[config.mk]
export PLATFORM = sky130hd
export DESIGN_NAME = sseg_scan_driver
export DESIGN_NICKNAME = d
export VERILOG_FILES = /design/src/rtl/sseg_pkg.sv /design/src/rtl/sseg_decode.sv /design/src/rtl/sseg_scan_driver.sv
export SDC_FILE = /design/constraint.sdc
export NUM_CORES = 1
export LEC_CHECK = 0
export ABC_CLOCK_PERIOD_IN_PS = 3100
export CORE_MARGIN = 5
export CORE_UTILIZATION = 45
export CTS_BUF_LIST = sky130_fd_sc_hd__clkbuf_4
export DETAILED_ROUTE_END_ITERATION = 16
export PLACE_DENSITY = 0.83
export SETUP_SLACK_MARGIN = 0.2
export SLEW_MARGIN = 15
export SYNTH_ARGS = -nofsm -noshare
export SYNTH_HDL_FRONTEND = slang
export SYNTH_SLANG_ARGS = --single-unit
[constraint.sdc]
create_clock -name clk -period 3.1 [get_ports clk]
set_input_delay 0.62 -clock clk [delete_from_list [all_inputs] [get_ports clk]]
set_output_delay 0.62 -clock clk [all_outputs]
set_load 0.03 [all_outputs]
[src/rtl/sseg_pkg.sv]
// Shared definitions for the seven-segment display path: character codes and
// active-low glyphs (bit 7 = dp, bits 6..0 = g,f,e,d,c,b,a; dp bit kept off).
package sseg_pkg;

  typedef logic [4:0] char_t;

  localparam char_t CH_H     = 5'h10;
  localparam char_t CH_I     = 5'h11;
  localparam char_t CH_DASH  = 5'h12;
  localparam char_t CH_BLANK = 5'h13;

  localparam logic [7:0] SEG_0     = 8'hC0;
  localparam logic [7:0] SEG_1     = 8'hF9;
  localparam logic [7:0] SEG_2     = 8'hA4;
  localparam logic [7:0] SEG_3     = 8'hB0;
  localparam logic [7:0] SEG_4     = 8'h99;
  localparam logic [7:0] SEG_5     = 8'h92;
  localparam logic [7:0] SEG_6     = 8'h82;
  localparam logic [7:0] SEG_7     = 8'hF8;
  localparam logic [7:0] SEG_8     = 8'h80;
  localparam logic [7:0] SEG_9     = 8'h90;
  localparam logic [7:0] SEG_A     = 8'h88;
  localparam logic [7:0] SEG_B     = 8'h83;
  localparam logic [7:0] SEG_C     = 8'hC6;
  localparam logic [7:0] SEG_D     = 8'hA1;
  localparam logic [7:0] SEG_E     = 8'h86;
  localparam logic [7:0] SEG_F     = 8'h8E;
  localparam logic [7:0] SEG_H     = 8'h89;
  localparam logic [7:0] SEG_I     = 8'hF9;
  localparam logic [7:0] SEG_DASH  = 8'hBF;
  localparam logic [7:0] SEG_BLANK = 8'hFF;

endpackage

[src/rtl/sseg_decode.sv]
// Combinational character-code to active-low segment decoder with decimal point.
// Codes 0x14..0x1F have no glyph and render blank.
module sseg_decode
  import sseg_pkg::*;
(
  input  char_t      ch_i,
  input  logic       dp_i,
  output logic [7:0] sseg_o
);

  logic [7:0] glyph;

  always_comb begin
    glyph = SEG_BLANK;
    case (ch_i)
      5'h00:    glyph = SEG_0;
      5'h01:    glyph = SEG_1;
      5'h02:    glyph = SEG_2;
      5'h03:    glyph = SEG_3;
      5'h04:    glyph = SEG_4;
      5'h05:    glyph = SEG_5;
      5'h06:    glyph = SEG_6;
      5'h07:    glyph = SEG_7;
      5'h08:    glyph = SEG_8;
      5'h09:    glyph = SEG_9;
      5'h0A:    glyph = SEG_A;
      5'h0B:    glyph = SEG_B;
      5'h0C:    glyph = SEG_C;
      5'h0D:    glyph = SEG_D;
      5'h0E:    glyph = SEG_E;
      5'h0F:    glyph = SEG_F;
      CH_H:     glyph = SEG_H;
      CH_I:     glyph = SEG_I;
      CH_DASH:  glyph = SEG_DASH;
      default:  glyph = SEG_BLANK;
    endcase
    sseg_o = dp_i ? {1'b0, glyph[6:0]} : glyph;
  end

endmodule

[src/rtl/sseg_scan_driver.sv]
// Eight-digit multiplexed seven-segment scanner: per-frame input snapshot,
// blanking gap at the start of each digit slot, registered active-low outputs.
module sseg_scan_driver
  import sseg_pkg::*;
#(
  parameter int DIV   = 100_000,
  parameter int BLANK = 16
) (
  input  logic        clk,
  input  logic        rst,
  input  logic [39:0] chars,
  input  logic [7:0]  dp,
  input  logic        en,
  output logic [7:0]  sseg,
  output logic [7:0]  an
);

  generate
    if (DIV < 2 || BLANK < 0 || BLANK >= DIV) begin : g_bad_params
      $error("sseg_scan_driver: need DIV >= 2 and 0 <= BLANK < DIV");
    end
  endgenerate

  localparam int              CW        = $clog2(DIV);
  localparam logic [CW-1:0]   CYC_LAST  = CW'(DIV - 1);
  localparam logic [CW-1:0]   CYC_BLANK = CW'(BLANK);

  logic [CW-1:0]   cyc_q, cyc_d;
  logic [2:0]      idx_q, idx_d;
  logic [7:0][4:0] snap_chars_q, snap_chars_d;
  logic [7:0]      snap_dp_q, snap_dp_d;
  logic [7:0]      an_q, an_d;
  logic [7:0]      sseg_q, sseg_d;
  logic            frame_start;
  logic            show;
  logic [7:0]      dec_sseg;

  // Capture happens on the edge that starts slot 0; decoding from the _d
  // value lets a BLANK = 0 configuration show the fresh snapshot immediately.
  assign frame_start = (cyc_q == '0) && (idx_q == 3'd0);

  always_comb begin
    cyc_d        = (cyc_q == CYC_LAST) ? '0 : cyc_q + 1'b1;
    idx_d        = (cyc_q == CYC_LAST) ? idx_q + 3'd1 : idx_q;
    snap_chars_d = frame_start ? chars : snap_chars_q;
    snap_dp_d    = frame_start ? dp : snap_dp_q;
  end

  sseg_decode u_decode (
    .ch_i   (snap_chars_d[idx_q]),
    .dp_i   (snap_dp_d[idx_q]),
    .sseg_o (dec_sseg)
  );

  always_comb begin
    show   = en && (cyc_q >= CYC_BLANK);
    an_d   = show ? ~(8'h01 << idx_q) : 8'hFF;
    sseg_d = show ? dec_sseg : 8'hFF;
  end

  always_ff @(posedge clk) begin
    if (rst) begin
      cyc_q        <= '0;
      idx_q        <= 3'd0;
      snap_chars_q <= {8{CH_BLANK}};
      snap_dp_q    <= 8'h00;
      an_q         <= 8'hFF;
      sseg_q       <= 8'hFF;
    end else begin
      cyc_q        <= cyc_d;
      idx_q        <= idx_d;
      snap_chars_q <= snap_chars_d;
      snap_dp_q    <= snap_dp_d;
      an_q         <= an_d;
      sseg_q       <= sseg_d;
    end
  end

  assign an   = an_q;
  assign sseg = sseg_q;

endmodule

# Yosys cells after proc, flatten, opt, wreduce, memory -nomap -nowiden
# Memories as Yosys holds them, arrays and structs flattened.
# Cells that the tools add are included.
[totals]
n_memories = 1
output_inout_bits = 16
register_bits = 84
input_bits = 51
word_cells = 35
mem_bits_ro = 224
[mem_list]
columns = ["memory", "words", "width", "read_ports", "rd_clocked_by_memory_dff", "write_ports", "line", "source"]
rows = [
  ["(no name shown)", 32, 7, 1, 0, 0, "sseg_decode.sv:15", "case (ch_i)"],
]
[op_classes]
bitwise_logic = 2
reduce_logical = 6
shifts = 1
eq_ne = 1
magnitude_cmp = 2
addsub = 2
mux = 7
[op_table]
columns = ["op", "count"]
rows = [
  ["40-bit two-way mux", 1],
  ["17-bit by 1-bit adder with 17-bit output, second input constant", 1],
  ["17-bit equality test, second input constant", 1],
  ["17-bit by 5-bit greater-or-equal comparator with 1-bit output, second input constant", 1],
  ["17-bit zero test", 1],
  ["8-bit two-way mux", 2],
  ["5-bit binary-select mux with 3-bit select", 1],
  ["8-bit NOT", 1],
  ["1-bit by 3-bit left shift with 8-bit output, first input constant", 1],
  ["5-bit two-way mux", 1],
  ["3-bit by 4-bit < comparator with 1-bit output, second input constant", 1],
  ["2-bit OR reduction", 2],
  ["3-bit by 1-bit adder with 3-bit output, second input constant", 1],
  ["1-bit binary-select mux with 3-bit select", 1],
  ["3-bit zero test", 1],
  ["1-bit logical AND", 2],
  ["1-bit two-way mux", 1],
  ["1-bit NOT", 1],
]

# Longest topological paths before layout
# Gate-level depths: netlist of run 1.
# An unclocked memory read counts as a cell.
[logic_depth]
ltp_word = 7
mapped_depth = 16
depth_no_buf = 12

# By module
# A second synthesis of run 1 with hierarchy kept.
[hier_totals]
hier_cells = 605
hier_area_um2 = 4509.3
[by_module_without_submodules]
columns = ["module", "area_per_inst_um2", "instances", "cells_per_inst"]
rows = [
  ["sseg_scan_driver", 4152.7, 1, 555],
  ["sseg_decode", 356.6, 1, 50],
]

# Worst setup path before layout of run 1
# Ideal clock, no wire load.
[synth_path]
kind = "register -> register"
start = "register idx_q[0]"
end = "register sseg_q[5], in the netlist sseg[5]"
path_stages_with_launch = 16
required_time_ns = 2.966
synth_period_minus_slack_ns = 3.286
arrival_time_ns = 3.152
setup_ns = 0.134
slack_ns = -0.186
path_cell_list = "dfxtp_1 -> inv_1 -> clkbuf_1 -> clkbuf_1 -> ha_1 -> and4_1 -> buf_4 -> clkbuf_1 -> a22oi_1 -> o21ai_0 -> nand4_1 -> ha_1 -> inv_1 -> nand2_1 -> a2111oi_0 -> a21oi_1"
[synth_between]
elab_chain_len = 7
[synth_lines]
columns = ["element", "line", "source"]
rows = [
  ["start, declared", "sseg_scan_driver.sv:29", "logic [2:0] idx_q, idx_d;"],
  ["start signal, assigned", "sseg_scan_driver.sv:71", "idx_q <= idx_d;"],
  ["3-bit zero test", "sseg_scan_driver.sv:40", "assign frame_start = (cyc_q == '0) && (idx_q == 3'd0);"],
  ["1-bit logical AND", "sseg_scan_driver.sv:40", ""],
  ["40-bit two-way mux", "sseg_scan_driver.sv:45", "snap_chars_d = frame_start ? chars : snap_chars_q;"],
  ["5-bit binary-select mux with 3-bit select (*)", "sseg_scan_driver.sv:50", ".ch_i (snap_chars_d[idx_q]),"],
  ["5-bit two-way mux (implied by the code) (*)", "sseg_scan_driver.sv:50", ""],
  ["memory read 32 x 7 bit (*)", "-", ""],
  ["8-bit two-way mux (*)", "sseg_decode.sv:37", "sseg_o = dp_i ? {1'b0, glyph[6:0]} : glyph;"],
  ["end signal, assigned", "sseg_scan_driver.sv:75", "sseg_q <= sseg_d;"],
  ["end, declared", "sseg_scan_driver.sv:33", "logic [7:0] sseg_q, sseg_d;"],
]
# Every way passes the cells marked *; elsewhere a longest branch is shown, timed or not. The select of a mux whose other input is x is not followed.
# A chain may end at the register's enable or synchronous reset.

# Final worst setup path of run 1
[layout_path]
start = "register cyc_q[6]"
end = "register sseg_q[3], in the netlist sseg[3]"
[layout_between]
elab_chain_len = 7
elab_cells_between_ends = 11
[layout_lines]
columns = ["element", "line", "source"]
rows = [
  ["start, declared", "sseg_scan_driver.sv:28", "logic [CW-1:0] cyc_q, cyc_d;"],
  ["start signal, assigned", "sseg_scan_driver.sv:70", "cyc_q <= cyc_d;"],
  ["17-bit zero test", "sseg_scan_driver.sv:40", ""],
  ["1-bit logical AND", "sseg_scan_driver.sv:40", ""],
  ["40-bit two-way mux", "sseg_scan_driver.sv:45", ""],
  ["5-bit binary-select mux with 3-bit select", "sseg_scan_driver.sv:50", ""],
  ["5-bit two-way mux (implied by the code)", "sseg_scan_driver.sv:50", ""],
  ["memory read 32 x 7 bit", "-", ""],
  ["8-bit two-way mux", "sseg_decode.sv:37", ""],
]
# Parallel ways exist; a longest one is shown, timed or not. The select of a mux whose other input is x is not followed.

==> metrics.csv, run 1 <==
metric,value,unit
areaGrowthSynthToFinish,27.1,%
cts.root.buffer_cell,clkbuf_4,
finalSetupViolCount,0,
grt_first_pass_wirelength,17.8,mm
seq_area_frac_synth,39.9,%
cts_buffers,9,
cts.sinks,84,
vias,4070,
drt-total-wl,11.6,mm
detail-route-antenna-nets,0,
first_iter_violations,442,
ir_drop,0.223,mV
drt_first_pass_iters,5,
dieHeight,107,um
fin_setup_tns,0,ns
mostFrequentLayoutCells,"nand2_1 (113), dfxtp_1 (80), nor2_1 (73), clkdlybuf4s50_1 (66), buf_4 (29)",
worst_pin_slew,0.583,ns
finalHoldViolCount,0,
clkLatencyLatePin,0.45,ns
critPathMaxFanout,8,
drv_cap,0,
stdcell_area,5360,um2
n_fill_cell,804,
clock-skew-final,0.0166,ns
num_antenna_cells,0,
synthCells,521,
hold_slack,0.463,ns
hp-class,flip-flop to flip-flop,
final_common_cell,nand2_1,
clockBufferDepth,2,
clock.fmax,0.350,GHz
viasPerCell,5.68,
port_buffers,66,
rsz0062_at_grt,yes,
cts_max_level,3,
end_kind,flip-flop,
place_area,5010,um2
grt_overflow,0,
power.total,2.38,mW
synthFlopType,dfxtp_1,
synth_enable_flop_cells,0,
num_rows,35,
dieArea,11400,um2
maxSlewViolCount,0,
core_area,9200,um2
grt_usage,19.0,%
wire_per_inst,16.2,um
ys_ff_latch,84,
gp_routability_congestion,0.964,
slew_headroom,61.1,%
synthesis.area,4210,um2
synth.avg_cell_area,8.09,um2
finalCritPeriodShare,92.2,%
p_leak,2.18,nW
critPathRequiredTime,3.40,ns
pin_count,67,
ctsHoldBuffers,0,
status,finished clean,
antenna_found_initial,0,
power_density,445,nW/um2
post-route-min-period,2.86,ns
path_clk_slew,0.15,ns
dp_slack,0.163,ns
dp_hpwl,7.45,mm
grt_pass1_vias,3808,
drc_errors,0,
synth_cell_types,52,
crit_type,flip-flop to flip-flop,
num-nets-final,664,
cts_tree,yes,
die_w,107,um
grt_max_degree,55,
synthArstFlopShare,0,%
start_util,45.8,%
synth.yosys.warnings,0,
start_kind,flip-flop,
cp.arrival,3.16,ns
drive_gt1_share,13.4,%
worst_slack,0.241,ns
synthesis.nets,585,
critical path, cell delays in order, from the launching register on:
cell and delay, ns:
dfxtp_2 0.39, nor4_4 0.34, buf_4 0.21, nand4_4 0.17
a211oi_1 0.25, o21ai_0 0.12, and4_1 0.26, buf_4 0.16
ha_1 0.30, o21ai_0 0.10, a21boi_0 0.23, o21ai_0 0.16
synthesized netlist by cell type (all sizes together) (3+ instances only):
master  number  area (um2)
mux2i       10         100
a211oi      14         105
nand2      115         442
buf          7        43.8
o21bai      16         120
and4         4        37.5
inv         11        41.3
clkbuf      25        93.8
a21oi       22         110
nand3       17        85.1
o21ai       21         105
nor2        75         289
dfxtp       84        1680
xor2         9        78.8
a32oi        3        26.3
ha          13         163
nor3         6        35.0
a22oi       15         118
mux4         6         135
nand3b       9        67.6
and3         3        18.8
xnor2        7        61.3
nand4        8        56.3
flip-flops by register name (all words and copies together), names as in the netlist:
signal        flops
sseg              8
snap_chars_q     40
cyc_q            17
snap_dp_q         8
idx_q             3
an                8
where the power goes:
group | switching [mW] | internal, mW | total [mW]
combinational | 0.282 | 0.246 | 0.528
sequential | 0.0301 | 1.14 | 1.17
clock | 0.421 | 0.259 | 0.680
cell type report:
cell class	count	area [um2]	share of cell area, %
Timing Repair Buffer	98	912	17.0
Tap cell	111	139	2.59
Clock buffer	9	67.6	1.26
Inverter	11	41.3	0.771
Clock inverter	7	81.3	1.52
Multi-Input combinational cell	396	2430	45.3
Sequential cell	84	1690	31.5
cells by family (layout without fill, tap and decap cells):
| kind of cell | after synthesis | count (layout) | synth area share (%) |
|---|---|---|---|
| buffers and inverters | 43 | 125 | 4.25 |
| DFF | 84 | 84 | 39.9 |
| adders and majority gates | 13 | 13 | 3.86 |
| and+or+nand+nor | 244 | 246 | 26.3 |
| AOI/OAI and AO/OA | 103 | 103 | 16.2 |
| muxes | 18 | 18 | 6.12 |
| xor gates and xnor gates | 16 | 16 | 3.33 |
layer usage:
layer | share of wire [%] | vias to the layer above | GRT usage (%)
li1 | - | 1953 | -
met1 | 41 | 1884 | 24.7
met2 | 47 | 198 | 30.5
met3 | 8.2 | 35 | 4.58
met4 | 3.1 | 0 | 7.40
met5 | 0 | - | 0
metrics by stage:
step,std cells,util (%)
2_1_floorplan,521,-
3_3_place_gp,683,54.5
3_5_place_dp,683,54.5
4_1_cts,702,56.4
5_1_grt,716,58.2
6_report,716,58.2
path summary, 6_finish.rpt:
| path | from | endpoint | slack, ns | cells past startpoint |
|---|---|---|---|---|
| max | cyc_q[6] | sseg[3] | 0.24 | 11 |
| max reg2reg | cyc_q[6] | sseg[3] | 0.24 | 11 |
| min reg2reg | cyc_q[0] | cyc_q[0] | 0.46 | 1 |
| min | cyc_q[0] | cyc_q[0] | 0.46 | 1 |
repair_timing:
item | in CTS | in global routing
buffers inserted | 3 | 12
pin swaps | 2 | 9
cloned | 0 | 2
hold endpoints to repair | 0 | 0
resized for setup | 1 | 19
endpoints found under the setup margin | 8 | 8
Note: power is estimated with default switching activity, not from simulation.
==> run 2, diff against run 1 <==
CORE_UTILIZATION = 50   (was 45)
CTS_BUF_LIST = sky130_fd_sc_hd__clkbuf_4 sky130_fd_sc_hd__clkbuf_8   (was sky130_fd_sc_hd__clkbuf_4)
PLACE_DENSITY = 0.89   (was 0.83)
==> metrics.csv, run 2 (synthesis gave the netlist of run 1 again) <==
metric,value,unit,change
port_buffers,66,,unchanged
critPathRequiredTime,3.34,ns,-0.06 ns
slew_headroom,46.0,%,-15 points
finalHoldViolCount,0,,unchanged
crit_slowest_cell,nor4_4,,
crit_type,flip-flop to flip-flop,,
grt_pass1_vias,3855,,+1.2%
finalSetupViolCount,0,,unchanged
cts_buffers,9,,unchanged
start_util,51.3,%,+5.5 points
gp_routability_congestion,0.870,,-9.8%
vias,4035,,-0.86%
drt-total-wl,10.8,mm,-7.0%
rsz0062_at_grt,no,,
start_kind,flip-flop,,
clock-skew-final,0.00541,ns,-0.0112 ns
drive_gt1_share,11.6,%,-1.8 points
multi_input_area,2410,um2,-0.52%
mostFrequentLayoutCells,"nand2_1 (113), dfxtp_1 (82), nor2_1 (74), clkdlybuf4s50_1 (66), buf_4 (23)",,
crit_top_cell,buf_4,,
finalCritPeriodShare,89.9,%,-2.3 points
drc_errors,0,,unchanged
worst_pin_slew,0.808,ns,+0.225 ns
cts_tree,yes,,
grt_overflow,0,,unchanged
cp.arrival,3.03,ns,-0.13 ns
dieArea,10400,um2,-9.1%
dieHeight,102,um,-4.7%
power_density,464,nW/um2,+4.4%
die_w,102,um,-4.7%
reg.largest.list,"snap_chars_q x40, cyc_q x17",,
drt_first_pass_iters,6,,+1
regMostFlops,snap_chars_q,,
grt_usage,21.4,%,+2.4 points
p_leak,2.15,nW,-1.5%
pin_count,67,,unchanged
grt_first_pass_wirelength,17.8,mm,+0.28%
hp-class,flip-flop to flip-flop,,
crit_chain,nor4_4 > and4_4 > buf_4 > a22oi_1 > o21ai_0 > nand4_1 > buf_4 > ha_1 > inv_1 > nand2_1 > a2111oi_2 > a21oi_1,,
cts_max_level,3,,unchanged
fin_cells,701,,-2.1%
ir_drop,0.249,mV,+11%
status,finished clean,,
clockBufferDepth,2,,unchanged
antenna_found_initial,0,,unchanged
post-route-min-period,2.79,ns,-0.0709 ns
critPathBufInv,3,,+1
num_antenna_cells,0,,unchanged
detail-route-antenna-nets,0,,unchanged
first_iter_violations,356,,-19%
viasPerCell,5.76,,+1.3%
core_area,8220,um2,-11%
clock.fmax,0.359,GHz,+2.5%
seqCellArea,1680,um2,-0.30%
crit_family,simple AND/OR/NAND/NOR gates,,
clkLatencyLatePin,0.36,ns,-0.09 ns
final_common_cell,nand2_1,,
num_rows,33,,-5.7%
path_clk_slew,0.09,ns,-0.06 ns
maxSlewViolCount,0,,unchanged
grt_max_degree,40,,-27%
largest_register_ffs,40,,unchanged
fin_setup_tns,0,ns,unchanged
num-nets-final,656,,-1.2%
dpl.cell_count,676,,-1.0%
cts.sinks,84,,unchanged
dp_hpwl,7.62,mm,+2.2%
critPathMaxFanout,7,,-1
areaGrowthSynthToFinish,25.9,%,
drv_cap,0,,unchanged
cpPeakStageDelay,0.38,ns,about the same
wire_per_inst,15.4,um,-5.0%
end_kind,flip-flop,,
n_fill_cell,678,,-16%
cts.root.buffer_cell,clkbuf_8,,
## run 2: area by class of cell
cell class | count | share of cell area [%]
clock buffers | 9 | 2.34
clock inverters | 6 | 1.23
inverters | 11 | 0.778
multi-input cells | 396 | 45.5
flip-flops and latches | 84 | 31.8
well taps | 105 | 2.48
repair buffers | 90 | 15.9
## run 2: worst paths after layout
| check | from | end | slack (ns) | depth (start not counted) |
|---|---|---|---|---|
| worst max-delay path | cyc_q[4] | sseg[5] | 0.31 | 12 |
| worst min-delay path | snap_chars_q[18] | snap_chars_q[18] | 0.46 | 2 |
| worst max register to register | cyc_q[4] | sseg[5] | 0.31 | 12 |
| worst min register to register | snap_chars_q[18] | snap_chars_q[18] | 0.46 | 2 |
## run 2: what timing repair did
item	in CTS	in global routing
setup buffers	3	5
hold buffers	0	0
gates resized for setup	1	13
gates cloned	1	1
pin swaps	3	6
setup endpoints to repair	3	7
## run 2: routing by layer
| layer | wire [um] | share of wire, % | GRT usage [%] |
|---|---|---|---|
| met1 | 4360 | 40 | 26.8 |
| met2 | 5360 | 50 | 36.8 |
| met3 | 799 | 7.4 | 4.48 |
| met4 | 258 | 2.4 | 7.06 |
| met5 | 0 | 0 | 0 |
## run 2: per-stage QoR
stage	worst slack [ns]	total power [mW]	hold slack, ns	utilization [%]	area, um2
after detailed placement	0.180	1.68	0.450	60.8	5000
after floorplan	0.206	1.52	0.435	-	4250
after global routing	0.140	2.57	0.478	64.6	5300
after global placement	0.255	1.66	0.443	60.8	5000
final	0.312	2.46	0.461	64.6	5300
after CTS	0.205	2.44	0.461	63.6	5230
## run 2: report_power, final
part / total, mW / internal [mW] / switching, mW
clock: 0.773 / 0.369 / 0.404
combinational: 0.513 / 0.240 / 0.273
sequential: 1.17 / 1.14 / 0.0316
total: 2.46 / 1.75 / 0.708
## run 2: worst register-to-register path: stages, from the launching register on
cell       delay, ns
dfxtp_2         0.37
nor4_4          0.38
and4_4          0.35
buf_4           0.15
a22oi_1         0.07
o21ai_0         0.14
nand4_1         0.20
buf_4           0.21
ha_1            0.20
inv_1           0.08
nand2_1         0.09
a2111oi_2       0.36
a21oi_1         0.07
==> run 3, diff against run 2 <==
CORE_UTILIZATION = 45   (was 50)
PLACE_DENSITY = 0.83   (was 0.89)
RECOVER_POWER = 100   (was unset)
==> metrics.csv, run 3 (synthesis gave the netlist of run 1 again) <==
metric,value,unit,change
final_common_cell,nand2_1,,
areaGrowthSynthToFinish,27.1,%,
cts_max_level,3,,unchanged
worst_pin_slew,1.03,ns,+0.224 ns
dp_hpwl,7.45,mm,-2.2%
gp_routability_congestion,0.964,,+11%
combPwrFrac,20.8,%,about the same
p_int,1.77,mW,+1.0%
reg.largest.list,"snap_chars_q x40, cyc_q x17",,
hp-class,flip-flop to flip-flop,,
pin_count,67,,unchanged
end_kind,flip-flop,,
grt_overflow,0,,unchanged
n_fill_cell,809,,+19%
drt_first_pass_iters,5,,-1
power_switching_share,29.5,%,+0.72 points
cp.arrival,3.13,ns,+0.10 ns
power_density,469,nW/um2,+1.1%
antenna_found_initial,0,,unchanged
rsz0062_at_grt,yes,,
viasPerCell,5.67,,-1.5%
critPathMaxFanout,18,,+11
hold_depth,1,,-1
hold_start,cyc_q[0],,
drive_gt1_share,11.9,%,+0.30 points
hold_slack,0.454,ns,-0.00772 ns
wire_per_inst,15.6,um,+1.1%
clockBufferDepth,2,,unchanged
cts_tree,yes,,
drt-total-wl,11.0,mm,+2.3%
first_iter_violations,370,,+3.9%
grt_pass1_vias,3827,,-0.73%
ctsHoldBuffers,0,,unchanged
reg2reg_depth,10,,-2
mostFrequentLayoutCells,"nand2_1 (113), dfxtp_1 (82), nor2_1 (74), clkdlybuf4s50_1 (49), a21oi_1 (21)",,
clkLatencyLatePin,0.36,ns,about the same
start_util,45.8,%,-5.5 points
finalSetupViolCount,0,,unchanged
largest_register_ffs,40,,unchanged
num_antenna_cells,0,,unchanged
num-nets-final,657,,+0.15%
regMostFlops,snap_chars_q,,
clock-skew-final,0.0114,ns,+0.00602 ns
slew_headroom,31.2,%,-15 points
path_clk_slew,0.10,ns,about the same
clock.fmax,0.343,GHz,-4.3%
clkPwrFrac,32.5,%,+1.1 points
p_switching,0.741,mW,+4.6%
port_buffers,66,,unchanged
ir_drop,0.198,mV,-20%
vias,4020,,-0.37%
fin_setup_tns,0,ns,unchanged
cts_buffers,9,,unchanged
critPathRequiredTime,3.31,ns,-0.03 ns
status,finished clean,,
core_area,9200,um2,+12%
maxSlewViolCount,0,,unchanged
r2r_end,sseg[6],,
drc_errors,0,,unchanged
finalHoldViolCount,0,,unchanged
post-route-min-period,2.91,ns,+0.126 ns
start_kind,flip-flop,,
detail-route-antenna-nets,0,,unchanged
rrSetupSlack,0.19,ns,-0.13 ns
die_w,107,um,+4.9%
grt_usage,19.3,%,-2.1 points
num_rows,35,,+6.1%
drv_cap,0,,unchanged
seqPwrFrac,46.7,%,-1.0 points
grt_first_pass_wirelength,18.0,mm,+1.2%
r2r-start,cyc_q[6],,
finalCritPeriodShare,94.0,%,+4.1 points
hold_path_end,cyc_q[0],,
cts.root.buffer_cell,clkbuf_8,,
p_leak,2.11,nW,-1.7%
cts.sinks,84,,unchanged
grt_max_degree,55,,+38%
dieHeight,107,um,+4.9%
dieArea,11400,um2,+10%
crit_type,flip-flop to flip-flop,,
run 3: cell count changes in the layout (fill, tap and decap cells not counted), sizes merged:
cell / delta
clkbuf: +4
buf: -1
clkinv: -2
and4: -1
inv: +3
nand2: -1
dlygate4sd3: +17
clkdlybuf4s50: -17
run 3: worst max path at each step:
stage / end / depth (start not counted) / start
floorplan: sseg[2] / 13 / idx_q[0]
global placement: sseg[5] / 9 / cyc_q[11]
detailed placement: sseg[5] / 9 / cyc_q[11]
CTS: sseg[2] / 9 / idx_q[1]
global route: sseg[6] / 9 / cyc_q[6]
finish: sseg[6] / 10 / cyc_q[6]
run 3: power groups by stage:
stage	Sequential [mW]	Clock, mW	Combinational, mW
floorplan	1.19	0	0.333
global placement	1.19	0	0.458
detailed placement	1.20	0	0.474
CTS	1.17	0.824	0.493
global route	1.18	0.872	0.576
finish	1.17	0.816	0.522
run 3: per-stage QoR:
step / std cells / worst slack [ns] / cell area [um2] / power (mW) / utilization [%]
finish: 709 / 0.186 / 5360 / 2.51 / 58.3
global route: 709 / 0.0253 / 5360 / 2.63 / 58.3
CTS: 703 / 0.223 / 5270 / 2.49 / 57.3
detailed placement: 683 / 0.163 / 5010 / 1.67 / 54.5
global placement: 683 / 0.227 / 5010 / 1.65 / 54.5
floorplan: 521 / 0.206 / 4250 / 1.52 / -
run 3: metal layers:
layer  routed length [um]  global-route usage [%]  vias to the layer above
li1                     -                       -                     1932
met1                 4670                    25.0                     1853
met2                 5110                    30.9                      197
met3                  856                    4.52                       38
met4                  396                    8.13                        0
met5                    0                       0                        -
run 3: final cells by class:
cell class,instances,area [um2],area share (%)
Multi-Input combinational cell,394,2420,45.1
Sequential cell,84,1680,31.4
Timing Repair Buffer,93,870,16.2
Tap cell,111,139,2.59
Clock buffer,9,124,2.31
Clock inverter,7,81.3,1.52
Inverter,11,41.3,0.771
run 3: worst max-delay path, cell delays in order (launching register included):
cell and delay (ns):
dfxtp_1 0.39, nor4_4 0.41, and4_4 0.34, buf_12 0.16
a22oi_1 0.10, o21ai_0 0.20, nand4_1 0.26, buf_4 0.23
a211oi_1 0.33, and2_1 0.25, a32oi_1 0.09
run 3: timing repair:
action / CTS / global route
pin swaps: 2 / 10
setup buffers: 4 / 6
gates resized for setup: 3 / 23
setup endpoints to repair: 8 / 8
